--- config.mk ---
export PLATFORM = sky130hd
export DESIGN_NAME = mod_exp_flat
export DESIGN_NICKNAME = d
export VERILOG_FILES = /design/src/rtl/mod_exp_if.sv /design/src/rtl/mod_exp.sv /design/src/flat_wrapper.sv
export SDC_FILE = /design/constraint.sdc
export NUM_CORES = 2
export LEC_CHECK = 0
export CAP_MARGIN = 20
export CORE_ASPECT_RATIO = 0.8
export CORE_MARGIN = 4
export CORE_UTILIZATION = 46
export CTS_BUF_LIST = sky130_fd_sc_hd__clkbuf_16
export CTS_CLUSTER_SIZE = 30
export DETAILED_ROUTE_END_ITERATION = 7
export GPL_TIMING_DRIVEN = 0
export SKIP_CTS_REPAIR_TIMING = 1
export SYNTH_ARGS = -nofsm -noshare
export SYNTH_HDL_FRONTEND = slang
export SYNTH_SLANG_ARGS = --single-unit
export TNS_END_PERCENT = 50
--- constraint.sdc ---
create_clock -name clk_in -period 5.95 [get_ports clk_in]
set_input_delay 1.4875 -clock clk_in [delete_from_list [all_inputs] [get_ports clk_in]]
set_output_delay 1.4875 -clock clk_in [all_outputs]
set_load 0.02 [all_outputs]
--- src/rtl/mod_exp_if.sv ---
// Start/result bundle of the modular exponentiator.
interface mod_exp_if #(
  parameter int unsigned WIDTH     = 16,
  parameter int unsigned EXP_WIDTH = 16
);
  logic                 ready_in;
  logic [WIDTH-1:0]     base_in;
  logic [EXP_WIDTH-1:0] exponent_in;
  logic [WIDTH-1:0]     modulus_in;
  logic [WIDTH-1:0]     result_out;
  logic                 busy_out;
  logic                 valid_out;
  logic                 error_out;

  modport master (
    output ready_in, base_in, exponent_in, modulus_in,
    input  result_out, busy_out, valid_out, error_out
  );

  modport slave (
    input  ready_in, base_in, exponent_in, modulus_in,
    output result_out, busy_out, valid_out, error_out
  );
endinterface

--- src/rtl/mod_exp.sv ---
// Modular exponentiator (right-to-left square-and-multiply) with its
// serial reduction and squaring sub-blocks.

// Serial restoring reduction: result = value_in mod modulus_in, one bit per cycle.
module modulus #(
  parameter int unsigned WIDTH = 16
) (
  input  logic               clk_in,
  input  logic               rst_in,
  input  logic               ready_in,
  input  logic [2*WIDTH-1:0] value_in,
  input  logic [WIDTH-1:0]   modulus_in,
  output logic               busy_out,
  output logic               valid_out,
  output logic [WIDTH-1:0]   result_out
);
  localparam int unsigned VW = 2 * WIDTH;
  localparam int unsigned CW = $clog2(VW + 1);

  logic [VW-1:0]    val_q;
  logic [WIDTH-1:0] rem_q;
  logic [WIDTH-1:0] res_q;
  logic [CW-1:0]    cnt_q;
  logic             busy_q;
  logic             valid_q;
  logic [WIDTH:0]   trial_c;
  logic [WIDTH-1:0] rem_c;

  // Shift in the next dividend bit and subtract the modulus when it fits.
  always_comb begin
    trial_c = {rem_q, val_q[VW-1]};
    rem_c   = WIDTH'(trial_c);
    if (trial_c >= {1'b0, modulus_in}) begin
      rem_c = WIDTH'(trial_c - {1'b0, modulus_in});
    end
  end

  // Accept a request when idle, then iterate over all dividend bits.
  always_ff @(posedge clk_in) begin
    if (rst_in) begin
      val_q   <= '0;
      rem_q   <= '0;
      res_q   <= '0;
      cnt_q   <= '0;
      busy_q  <= 1'b0;
      valid_q <= 1'b0;
    end else begin
      valid_q <= 1'b0;
      if (busy_q) begin
        rem_q <= rem_c;
        val_q <= val_q << 1;
        cnt_q <= cnt_q - CW'(1);
        if (cnt_q == CW'(1)) begin
          busy_q  <= 1'b0;
          valid_q <= 1'b1;
          res_q   <= rem_c;
        end
      end else if (ready_in) begin
        busy_q <= 1'b1;
        val_q  <= value_in;
        rem_q  <= '0;
        cnt_q  <= CW'(VW);
      end
    end
  end

  assign busy_out   = busy_q;
  assign valid_out  = valid_q;
  assign result_out = res_q;
endmodule

// Modular squaring: square_out = value_in^2 mod modulus_in.
module square #(
  parameter int unsigned WIDTH = 16
) (
  input  logic             clk_in,
  input  logic             rst_in,
  input  logic             ready_in,
  input  logic [WIDTH-1:0] value_in,
  input  logic [WIDTH-1:0] modulus_in,
  output logic             busy_out,
  output logic             valid_out,
  output logic [WIDTH-1:0] square_out
);
  localparam int unsigned PW = 2 * WIDTH;

  // value_in is held stable by the requester, so the full product can feed the reducer directly.
  modulus #(.WIDTH(WIDTH)) u_red (
    .clk_in     (clk_in),
    .rst_in     (rst_in),
    .ready_in   (ready_in),
    .value_in   (PW'(value_in) * PW'(value_in)),
    .modulus_in (modulus_in),
    .busy_out   (busy_out),
    .valid_out  (valid_out),
    .result_out (square_out)
  );
endmodule

module mod_exp #(
  parameter int unsigned WIDTH     = 16,
  parameter int unsigned EXP_WIDTH = 16
) (
  input  logic     clk_in,
  input  logic     rst_in,
  mod_exp_if.slave bus
);
  localparam int unsigned PW = 2 * WIDTH;

  typedef enum logic [2:0] {IDLE, REDUCE, CHECK, MULT, SHIFT, SQUARE, DONE} state_e;

  state_e               state_q, state_d;
  logic [WIDTH-1:0]     b_q, b_d, acc_q, acc_d, m_q, m_d;
  logic [EXP_WIDTH-1:0] e_q, e_d;
  logic [PW-1:0]        prod_q, prod_d;
  logic                 err_q, err_d, issued_q, issued_d;
  logic                 mod_rdy_q, mod_rdy_d, sq_rdy_q, sq_rdy_d;
  logic [WIDTH-1:0]     result_q, result_d;
  logic                 busy_q, busy_d, valid_q, valid_d, error_q, error_d;
  logic                 mod_busy, mod_valid, sq_busy, sq_valid;
  logic [WIDTH-1:0]     mod_res, sq_res;

  // prod_q doubles as the held operand for both the initial reduction and the multiply reduction.
  modulus #(.WIDTH(WIDTH)) u_mod (
    .clk_in (clk_in), .rst_in (rst_in), .ready_in (mod_rdy_q),
    .value_in (prod_q), .modulus_in (m_q),
    .busy_out (mod_busy), .valid_out (mod_valid), .result_out (mod_res)
  );

  square #(.WIDTH(WIDTH)) u_sq (
    .clk_in (clk_in), .rst_in (rst_in), .ready_in (sq_rdy_q),
    .value_in (b_q), .modulus_in (m_q),
    .busy_out (sq_busy), .valid_out (sq_valid), .square_out (sq_res)
  );

  // State and datapath registers.
  always_ff @(posedge clk_in) begin
    if (rst_in) begin
      state_q   <= IDLE;
      b_q       <= '0;
      acc_q     <= '0;
      m_q       <= '0;
      e_q       <= '0;
      prod_q    <= '0;
      err_q     <= 1'b0;
      issued_q  <= 1'b0;
      mod_rdy_q <= 1'b0;
      sq_rdy_q  <= 1'b0;
      result_q  <= '0;
      busy_q    <= 1'b0;
      valid_q   <= 1'b0;
      error_q   <= 1'b0;
    end else begin
      state_q   <= state_d;
      b_q       <= b_d;
      acc_q     <= acc_d;
      m_q       <= m_d;
      e_q       <= e_d;
      prod_q    <= prod_d;
      err_q     <= err_d;
      issued_q  <= issued_d;
      mod_rdy_q <= mod_rdy_d;
      sq_rdy_q  <= sq_rdy_d;
      result_q  <= result_d;
      busy_q    <= busy_d;
      valid_q   <= valid_d;
      error_q   <= error_d;
    end
  end

  // Next-state, sub-block request pulses and output updates.
  always_comb begin
    state_d   = state_q;
    b_d       = b_q;
    acc_d     = acc_q;
    m_d       = m_q;
    e_d       = e_q;
    prod_d    = prod_q;
    err_d     = err_q;
    issued_d  = issued_q;
    mod_rdy_d = 1'b0;
    sq_rdy_d  = 1'b0;
    result_d  = result_q;
    busy_d    = busy_q;
    valid_d   = 1'b0;
    error_d   = error_q;
    case (state_q)
      IDLE: begin
        if (bus.ready_in) begin
          b_d      = bus.base_in;
          e_d      = bus.exponent_in;
          m_d      = bus.modulus_in;
          acc_d    = WIDTH'(1);
          busy_d   = 1'b1;
          error_d  = 1'b0;
          err_d    = 1'b0;
          issued_d = 1'b0;
          if (bus.modulus_in == '0) begin
            err_d   = 1'b1;
            state_d = DONE;
          end else if (bus.modulus_in == WIDTH'(1)) begin
            acc_d   = '0;
            state_d = DONE;
          end else begin
            state_d = REDUCE;
          end
        end
      end
      REDUCE: begin
        if (!issued_q) begin
          if (!mod_busy) begin
            prod_d    = PW'(b_q);
            mod_rdy_d = 1'b1;
            issued_d  = 1'b1;
          end
        end else if (mod_valid) begin
          b_d      = mod_res;
          issued_d = 1'b0;
          state_d  = CHECK;
        end
      end
      CHECK: begin
        if (e_q == '0)     state_d = DONE;
        else if (e_q[0])   state_d = MULT;
        else               state_d = SHIFT;
      end
      MULT: begin
        if (!issued_q) begin
          if (!mod_busy) begin
            prod_d    = PW'(acc_q) * PW'(b_q);
            mod_rdy_d = 1'b1;
            issued_d  = 1'b1;
          end
        end else if (mod_valid) begin
          acc_d    = mod_res;
          issued_d = 1'b0;
          state_d  = SHIFT;
        end
      end
      SHIFT: begin
        e_d = e_q >> 1;
        // The square after the last exponent bit would be wasted work.
        state_d = ((e_q >> 1) == '0) ? DONE : SQUARE;
      end
      SQUARE: begin
        if (!issued_q) begin
          if (!sq_busy) begin
            sq_rdy_d = 1'b1;
            issued_d = 1'b1;
          end
        end else if (sq_valid) begin
          b_d      = sq_res;
          issued_d = 1'b0;
          state_d  = CHECK;
        end
      end
      DONE: begin
        result_d = err_q ? '0 : acc_q;
        valid_d  = 1'b1;
        busy_d   = 1'b0;
        error_d  = err_q;
        state_d  = IDLE;
      end
      default: state_d = IDLE;
    endcase
  end

  assign bus.result_out = result_q;
  assign bus.busy_out   = busy_q;
  assign bus.valid_out  = valid_q;
  assign bus.error_out  = error_q;
endmodule

--- src/flat_wrapper.sv ---
// flat-port wrapper written by rule: the top's interface ports become plain ports
module mod_exp_flat 
#(
  parameter int unsigned WIDTH     = 16,
  parameter int unsigned EXP_WIDTH = 16
)
  (clk_in, rst_in, bus_ready_in, bus_base_in, bus_exponent_in, bus_modulus_in, bus_result_out, bus_busy_out, bus_valid_out, bus_error_out);
  mod_exp_if #(.WIDTH(WIDTH), .EXP_WIDTH(EXP_WIDTH)) bus_i ();
  input  logic clk_in;
  input  logic rst_in;
  input wire logic [$bits(bus_i.ready_in)-1:0] bus_ready_in;
  input wire logic [$bits(bus_i.base_in)-1:0] bus_base_in;
  input wire logic [$bits(bus_i.exponent_in)-1:0] bus_exponent_in;
  input wire logic [$bits(bus_i.modulus_in)-1:0] bus_modulus_in;
  output wire logic [$bits(bus_i.result_out)-1:0] bus_result_out;
  output wire logic [$bits(bus_i.busy_out)-1:0] bus_busy_out;
  output wire logic [$bits(bus_i.valid_out)-1:0] bus_valid_out;
  output wire logic [$bits(bus_i.error_out)-1:0] bus_error_out;
  assign bus_i.ready_in = bus_ready_in;
  assign bus_i.base_in = bus_base_in;
  assign bus_i.exponent_in = bus_exponent_in;
  assign bus_i.modulus_in = bus_modulus_in;
  assign bus_result_out = bus_i.result_out;
  assign bus_busy_out = bus_i.busy_out;
  assign bus_valid_out = bus_i.valid_out;
  assign bus_error_out = bus_i.error_out;
  mod_exp #(.WIDTH(WIDTH), .EXP_WIDTH(EXP_WIDTH)) u_core (.clk_in(clk_in), .rst_in(rst_in), .bus(bus_i));
endmodule
* Word-level counts from Yosys, hierarchy flattened
Index checks and enable logic that the tools add are counted.
** Cells by class
- Shift-type cells :: 0
- Divide/modulo/power cells :: 0
- $mul :: 2
- Equality and inequality tests :: 20
- $add $sub $neg :: 4
- Reduce and logical (&&, ||, !) cells :: 29
- Bitwise gates (word level) :: 4
- Multiplexer cells :: 66
- Magnitude comparators :: 2
** Operators by type and width (count)
- 32-bit 2-to-1 mux :: 8
- 16-bit 2-to-1 mux :: 15
- 16-bit by 16-bit multiplier with 32-bit output :: 2
- 16-bit one-hot mux with 2 select lines :: 2
- 32-bit one-hot mux with 2 select lines :: 1
- 16-bit zero test :: 3
- 16-bit one-hot mux with 3 select lines :: 1
- 17-bit by 16-bit greater-or-equal comparator with 1-bit output :: 2
- 3-bit 2-to-1 mux :: 11
- 16-bit subtractor :: 2
- 6-bit 2-to-1 mux :: 4
- 1-bit 2-to-1 mux :: 19
- 3-bit one-hot mux with 6 select lines :: 1
- 16-bit by 1-bit == test with 1-bit output, second input constant :: 1
- 2-bit != test, second input constant :: 8
- 6-bit by 1-bit == test with 1-bit output, second input constant :: 2
- 2-bit AND reduction :: 6
- 2-bit nonzero test :: 6
- 6-bit by 1-bit subtractor with 6-bit output, second input constant :: 2
- 2-bit OR reduction :: 5
- 3-bit == test, second input constant :: 3
- 7-bit AND reduction :: 1
- 3-bit by 2-bit == test with 1-bit output, second input constant :: 2
- 2-bit by 1-bit != test with 1-bit output, second input constant :: 3
- 11 further kinds :: 17
** Storage, ports and cells
- Input bits :: 51
- Register bits after elaboration :: 266
- Latch bits :: 0
- Bits in read-only memories :: 0
- RAM bits :: 0
- Word-level logic and storage cells :: 155
- Memories :: 0
- Output and inout port bits :: 19

* Depth between registers and ports, before layout
- Depth in word-level cells :: 5
- Depth in mapped cells :: 24
- Depth with buffers taken out :: 23

* Hierarchy
A second synthesis with hierarchy kept.
** Unflattened totals
- Cell total of the unflattened synthesis :: 3421
- Area, all modules :: 28922.7 µm²
** Modules (own cells, without submodules)
- mod_exp :: sequential area each 2442.3 µm², area each 13425.4 µm², instances 1, cells an instance 1576
- modulus :: sequential area each 1441.4 µm², area each 3986.3 µm², instances 2, cells an instance 479
- square :: sequential area each 0.0 µm², area each 7524.7 µm², instances 1, cells an instance 887

* Worst setup path before layout
No wires, ideal clock.
- Kind :: reg2reg
- From :: register u_core.b_q[8]
- To :: register u_core.u_sq.u_red.val_q[28]
- Period minus slack after synthesis :: 6.091 ns
- Buffers on the path :: 2
- Setup time :: 0.134 ns
- Data arrival time :: 5.957 ns
- Cell stages (with the launch flop) :: 22
- Required time :: 5.816 ns
- Setup slack :: -0.141 ns
- Cell sequence :: dfxtp_1 clkbuf_1 clkbuf_1 nand2_1 fa_1 fa_1 inv_1 fa_1 fa_1 fa_1 inv_1 fa_1 inv_1 ha_1 a21oi_1 o211ai_1 a41oi_1 a21bo_1 o31a_1 or4_1 nand4_1 o22ai_1
** On the way
- Longest elaborated chain between the ends :: 3
** Ends and longest elaborated chain
- start: declaration :: RTL line mod_exp.sv:113 : logic [WIDTH-1:0] b_q, b_d, acc_q, acc_d, m_q, m_d;
- start signal: assignment :: RTL line mod_exp.sv:140 : b_q <= '0;
- start signal: assignment :: RTL line mod_exp.sv:155 : b_q <= b_d;
- 16-bit by 16-bit multiplier with 32-bit output :: RTL line mod_exp.sv:92 : .value_in (PW'(value_in) * PW'(value_in)),
- 32-bit 2-to-1 mux :: RTL line mod_exp.sv:58 : end else if (ready_in) begin
- 32-bit 2-to-1 mux :: RTL line mod_exp.sv:49 : if (busy_q) begin
- end signal: assignment :: RTL line mod_exp.sv:51 : val_q <= val_q << 1;
- end signal: assignment :: RTL line mod_exp.sv:60 : val_q <= value_in;
- end: declaration :: RTL line mod_exp.sv:20 : logic [VW-1:0] val_q;
No other way between the ends. The select of a mux whose other input is x is not followed.
A chain may end at the register's enable or synchronous reset.

* Worst setup path in the final report
- From :: register u_core.b_q[10]
- To :: register u_core.u_sq.u_red.val_q[28]
Same word-level chain as after synthesis.

==> impl_metrics.csv <==
group,metric,value,unit
clock_network,path_clk_slew,0.06,ns
worst_setup_path,rrSetupSlack,-0.21,ns
drt,drc,0,
drt,detail_route.wirelength,91600,um
clock_network,buffers_from_clock_root_to_sink_at_most,3,
logic_synthesis,synth.area.top_cells,"sky130_fd_sc_hd__fa_1 (25%), sky130_fd_sc_hd__dfxtp_1 (19%), sky130_fd_sc_hd__ha_1 (11%)",
grt,gr-usage-all-layers,0.273,
clock_network,cts_tree,"built",
worst_setup_path,crit_path_max_fanout,5,
drt,viasPerCell,5.55,
worst_setup_path,cp_slowest_cell,"sky130_fd_sc_hd__fa_1",
sta,finalHoldViolCount,0,
floorplanning,top_level_ports,70,
worst_setup_path,crit_path_cell_trace,"buf_12, and2_4, fa_1, inv_2, fa_1, inv_1, fa_1, inv_2, fa_1, inv_2, fa_1, inv_2, fa_1, inv_2, ha_4, a21oi_2, o211ai_1, a41oi_1, a21bo_2, o31a_1, or4_1, nand4_1, o22ai_1",
logic_synthesis,yosys_warnings,0,
power_and_ir_drop,power_frac_comb,0.506,
logic_synthesis,synth_enable_flop_cells,0,
grt,global_route.overflow_total,0,
drt,routed_wire_length_per_instance,21.1,um
grt,grt_max_degree,16,
logic_synthesis,netlist.area_leader.share,0.254,
clock_network,clock_sinks,266,
logic_synthesis,synth-main-ff-cell,"sky130_fd_sc_hd__dfxtp_1",
sta,max-slew-margin-rel,0.241,
run_status,run_status,"finished, violations left",
worst_setup_path,cpLargestDelayFamily,"adder cells",
power_and_ir_drop,relative_contribution_of_the_clock_network_to_total_power,0.219,
logic_synthesis,synth.distinct_cells,73,
clock_network,cts-root-buf,"sky130_fd_sc_hd__clkbuf_16",
clock_network,clkLatencyLatePin,0.57,ns
finish,layout_cells_sized_above_1,0.0851,
place,buffer_ports.inserted,69,
place,cell_area_reported_after_detailed_placement,30000,um2
logic_synthesis,async_sr_flop_fraction,0,
sta,layout_min_cycle_time,6.16,ns
logic_synthesis,synth.most_common_cell,"sky130_fd_sc_hd__inv_1",
clock_network,cts_inserted_buffers,27,
grt,via_count_of_the_first_global_routing_pass,23886,
logic_synthesis,synthCells,3366,
power_and_ir_drop,vdd_drop_max,0.205,mV
drt,routed-via-count,24145,
run_status,failing_checks,"negative setup slack",
logic_synthesis,synth_top_cell_by_area,"sky130_fd_sc_hd__fa_1",
clock_network,htree_num_levels,1,
worst_setup_path,crit_type,"flip-flop to flip-flop",
floorplanning,placement_rows,80,
finish,finish.cell_count_without_fillers,4347,
logic_synthesis,synth.cells.most_frequent,"sky130_fd_sc_hd__inv_1 (510), sky130_fd_sc_hd__nand2_1 (429), sky130_fd_sc_hd__fa_1 (358)",
finish,nNetsFinal,4154,
floorplanning,die_footprint,65400,um2
finish,finalInstanceArea,32100,um2
worst_setup_path,largest_stage_delay_on_the_critical_path,0.54,ns
drt,drt_pre_antenna_iters,6,
place,gp_congestion,0.928,
power_and_ir_drop,switching_share,0.439,
worst_setup_path,total_buffers_and_inverters_traversed_by_the_critical_path,7,
power_and_ir_drop,total_switching_power,3.39,mW
place,dp_hpwl,73700,um
logic_synthesis,mappedNetlistArea,28200,um2
run,timing.max_cap.violations,0,
worst_setup_path,setup.worst_path.end_class,"flip-flop",
drt,drt_iter0_drc,2240,
sta,maxClockFrequency,162,MHz
sta,rsz0062_at_grt,"yes",
finish,flow.area_growth_from_synthesis,13.9,%
worst_setup_path,data_arrival_time_at_the_worst_slack_endpoint,6.55,ns
worst_hold_path,holdCritPathClass,"flip-flop to flip-flop",
sta,finalCritPeriodShare,1.03,
power_and_ir_drop,seqPwrFrac,0.275,
grt,global_route_wire_length_before_repair,140000,um
sta,setup_viol_count_final,11,
worst_setup_path,worst_path_most_repeated_cell,"sky130_fd_sc_hd__fa_1",
floorplanning,initial_utilization,0.469,
logic_synthesis,postSynthRegisterBits,266,
drt,postRouteAntennaNets,0,
place,place.detailed.instances,4256,
floorplanning,die_h,230,um
logic_synthesis,synthesis.area_per_instance,8.39,um2
worst_setup_path,startpoint_type,"flip-flop",
finish,num-fill-cells,5555,
grt,antenna_found_initial,3,
sta,worst_slack,-0.205,ns
logic_synthesis,yosysSeqAreaShare,0.189,
floorplanning,die_x,285,um
power_and_ir_drop,p_per_area,241,nW/um2
sta,fin_skew,0.0207,ns
power_and_ir_drop,power_leakage,15.1,nW
sta,timing.final.max_slew_violations,0,
worst_setup_path,timing.critical_path.required,6.35,ns
power_and_ir_drop,internal-power,4.34,mW
logic_synthesis,syn_nets,4015,
sta,worstMarginPinSlew,1.14,ns
floorplanning,core,60200,um2
==> sequential cells by signal, indices dropped and copies added, names as in the netlist, 3 cells and up <==
name                          count
u_core.u_sq.u_red.result_out     16
u_core.prod_q                    32
u_core.state_q                    3
u_core.u_sq.u_red.rem_q          16
u_core.m_q                       16
u_core.u_mod.cnt_q                6
u_core.acc_q                     16
u_core.u_mod.val_q               32
u_core.u_mod.rem_q               16
u_core.u_mod.result_out          16
u_core.u_sq.u_red.val_q          32
u_core.e_q                       16
u_core.bus.result_out            16
u_core.u_sq.u_red.cnt_q           6
u_core.b_q                       16
==> placed cells by master (no fill, tap or decap), drive strengths merged, types with 9 or more instances in the layout <==
| cell | Yosys | routed |
|---|---|---|
| a21oi | 236 | 236 |
| nor4 | 10 | 10 |
| inv | 511 | 517 |
| a22o | 21 | 21 |
| o22ai | 12 | 12 |
| nand2b | 11 | 11 |
| clkbuf | 167 | 134 |
| a22oi | 23 | 23 |
| buf | 24 | 125 |
| o21a | 14 | 14 |
| nor2b | 14 | 14 |
| nand3 | 47 | 47 |
| a31oi | 18 | 18 |
| o21bai | 12 | 12 |
| nand4 | 23 | 23 |
| mux2i | 96 | 96 |
| nor2 | 220 | 220 |
| o211ai | 11 | 11 |
| and2 | 161 | 161 |
| nor3 | 34 | 34 |
| xnor2 | 53 | 53 |
| nand2 | 429 | 429 |
| ha | 240 | 240 |
| a211oi | 22 | 22 |
| fa | 358 | 358 |
| a311oi | 9 | 9 |
| o31ai | 10 | 10 |
| xor2 | 30 | 30 |
| clkdlybuf4s50 | 0 | 69 |
| a21o | 42 | 42 |
| and3 | 18 | 18 |
| dfxtp | 266 | 266 |
| clkinv | 0 | 11 |
| o21ai | 139 | 139 |
==> layer usage <==
metal / up-vias / global-route usage / part of all wire
met4: 4 / 0.0603 / 0.022
li1: 11162 / - / -
met3: 126 / 0.0805 / 0.10
met5: - / 0 / 0.0011
met2: 968 / 0.394 / 0.42
met1: 11885 / 0.403 / 0.46
==> cells by family after synthesis <==
logic type / Yosys count / synth area share
DFF: 266 / 0.189
AOI/OAI and AO/OA: 616 / 0.133
buffers and inverters: 702 / 0.0941
and+or+nand+nor: 1003 / 0.163
muxes: 98 / 0.0348
adders and majority gates: 598 / 0.360
xor gates and xnor gates: 83 / 0.0258
==> final timing paths <==
path	cells past startpoint	from	end
max	23	u_core.b_q[10]$_SDFFE_PP0P_	u_core.u_sq.u_red.val_q[28]$_SDFFE_PP0P_
min	2	u_core.prod_q[24]$_SDFFE_PP0P_	u_core.prod_q[24]$_SDFFE_PP0P_
max reg2reg	23	u_core.b_q[10]$_SDFFE_PP0P_	u_core.u_sq.u_red.val_q[28]$_SDFFE_PP0P_
min reg2reg	2	u_core.prod_q[24]$_SDFFE_PP0P_	u_core.prod_q[24]$_SDFFE_PP0P_
==> per-stage QoR <==
stage / power, mW / hold WS (ns) / utilization / setup slack [ns] / TNS, ns
detailed placement: 5.64 / 0.451 / 0.498 / -1.60 / -39.50
finish: 7.73 / 0.458 / 0.534 / -0.205 / -0.814
global route: 8.19 / 0.473 / 0.534 / -0.405 / -3.99
global placement: 5.58 / 0.445 / 0.498 / -1.55 / -37.93
floorplan: 4.49 / 0.425 / - / -0.0169 / -0.0169
CTS: 7.34 / 0.460 / 0.513 / -1.61 / -40.72
==> cell type report <==
type                            instances  area (um2)  share of cell area
Sequential cell                       266        5420               0.169
Antenna cell                            1        2.50           0.0000779
Clock buffer                           27         676              0.0210
Multi-Input combinational cell       2398       20700               0.643
Timing Repair Buffer                  128        1140              0.0355
Tap cell                              820        1030              0.0319
Clock inverter                         23         179             0.00557
Buffer                                173        1120              0.0348
Inverter                              511        1920              0.0598
==> worst min-delay path, cell delays in order, from the launching register on <==
cell and delay, ns:
sky130_fd_sc_hd__dfxtp_1 0.31, sky130_fd_sc_hd__nand2_1 0.05, sky130_fd_sc_hd__o21ai_1 0.05
==> power groups by stage <==
stage / clock network [mW] / logic [mW] / registers (mW)
after floorplan: 0 / 2.45 / 2.05
after global placement: 0 / 3.46 / 2.12
after detailed placement: 0 / 3.51 / 2.13
after CTS: 1.72 / 3.53 / 2.09
after global routing: 1.80 / 4.27 / 2.13
final: 1.69 / 3.91 / 2.13
No activity file was read; power rests on OpenSTA's default activity.
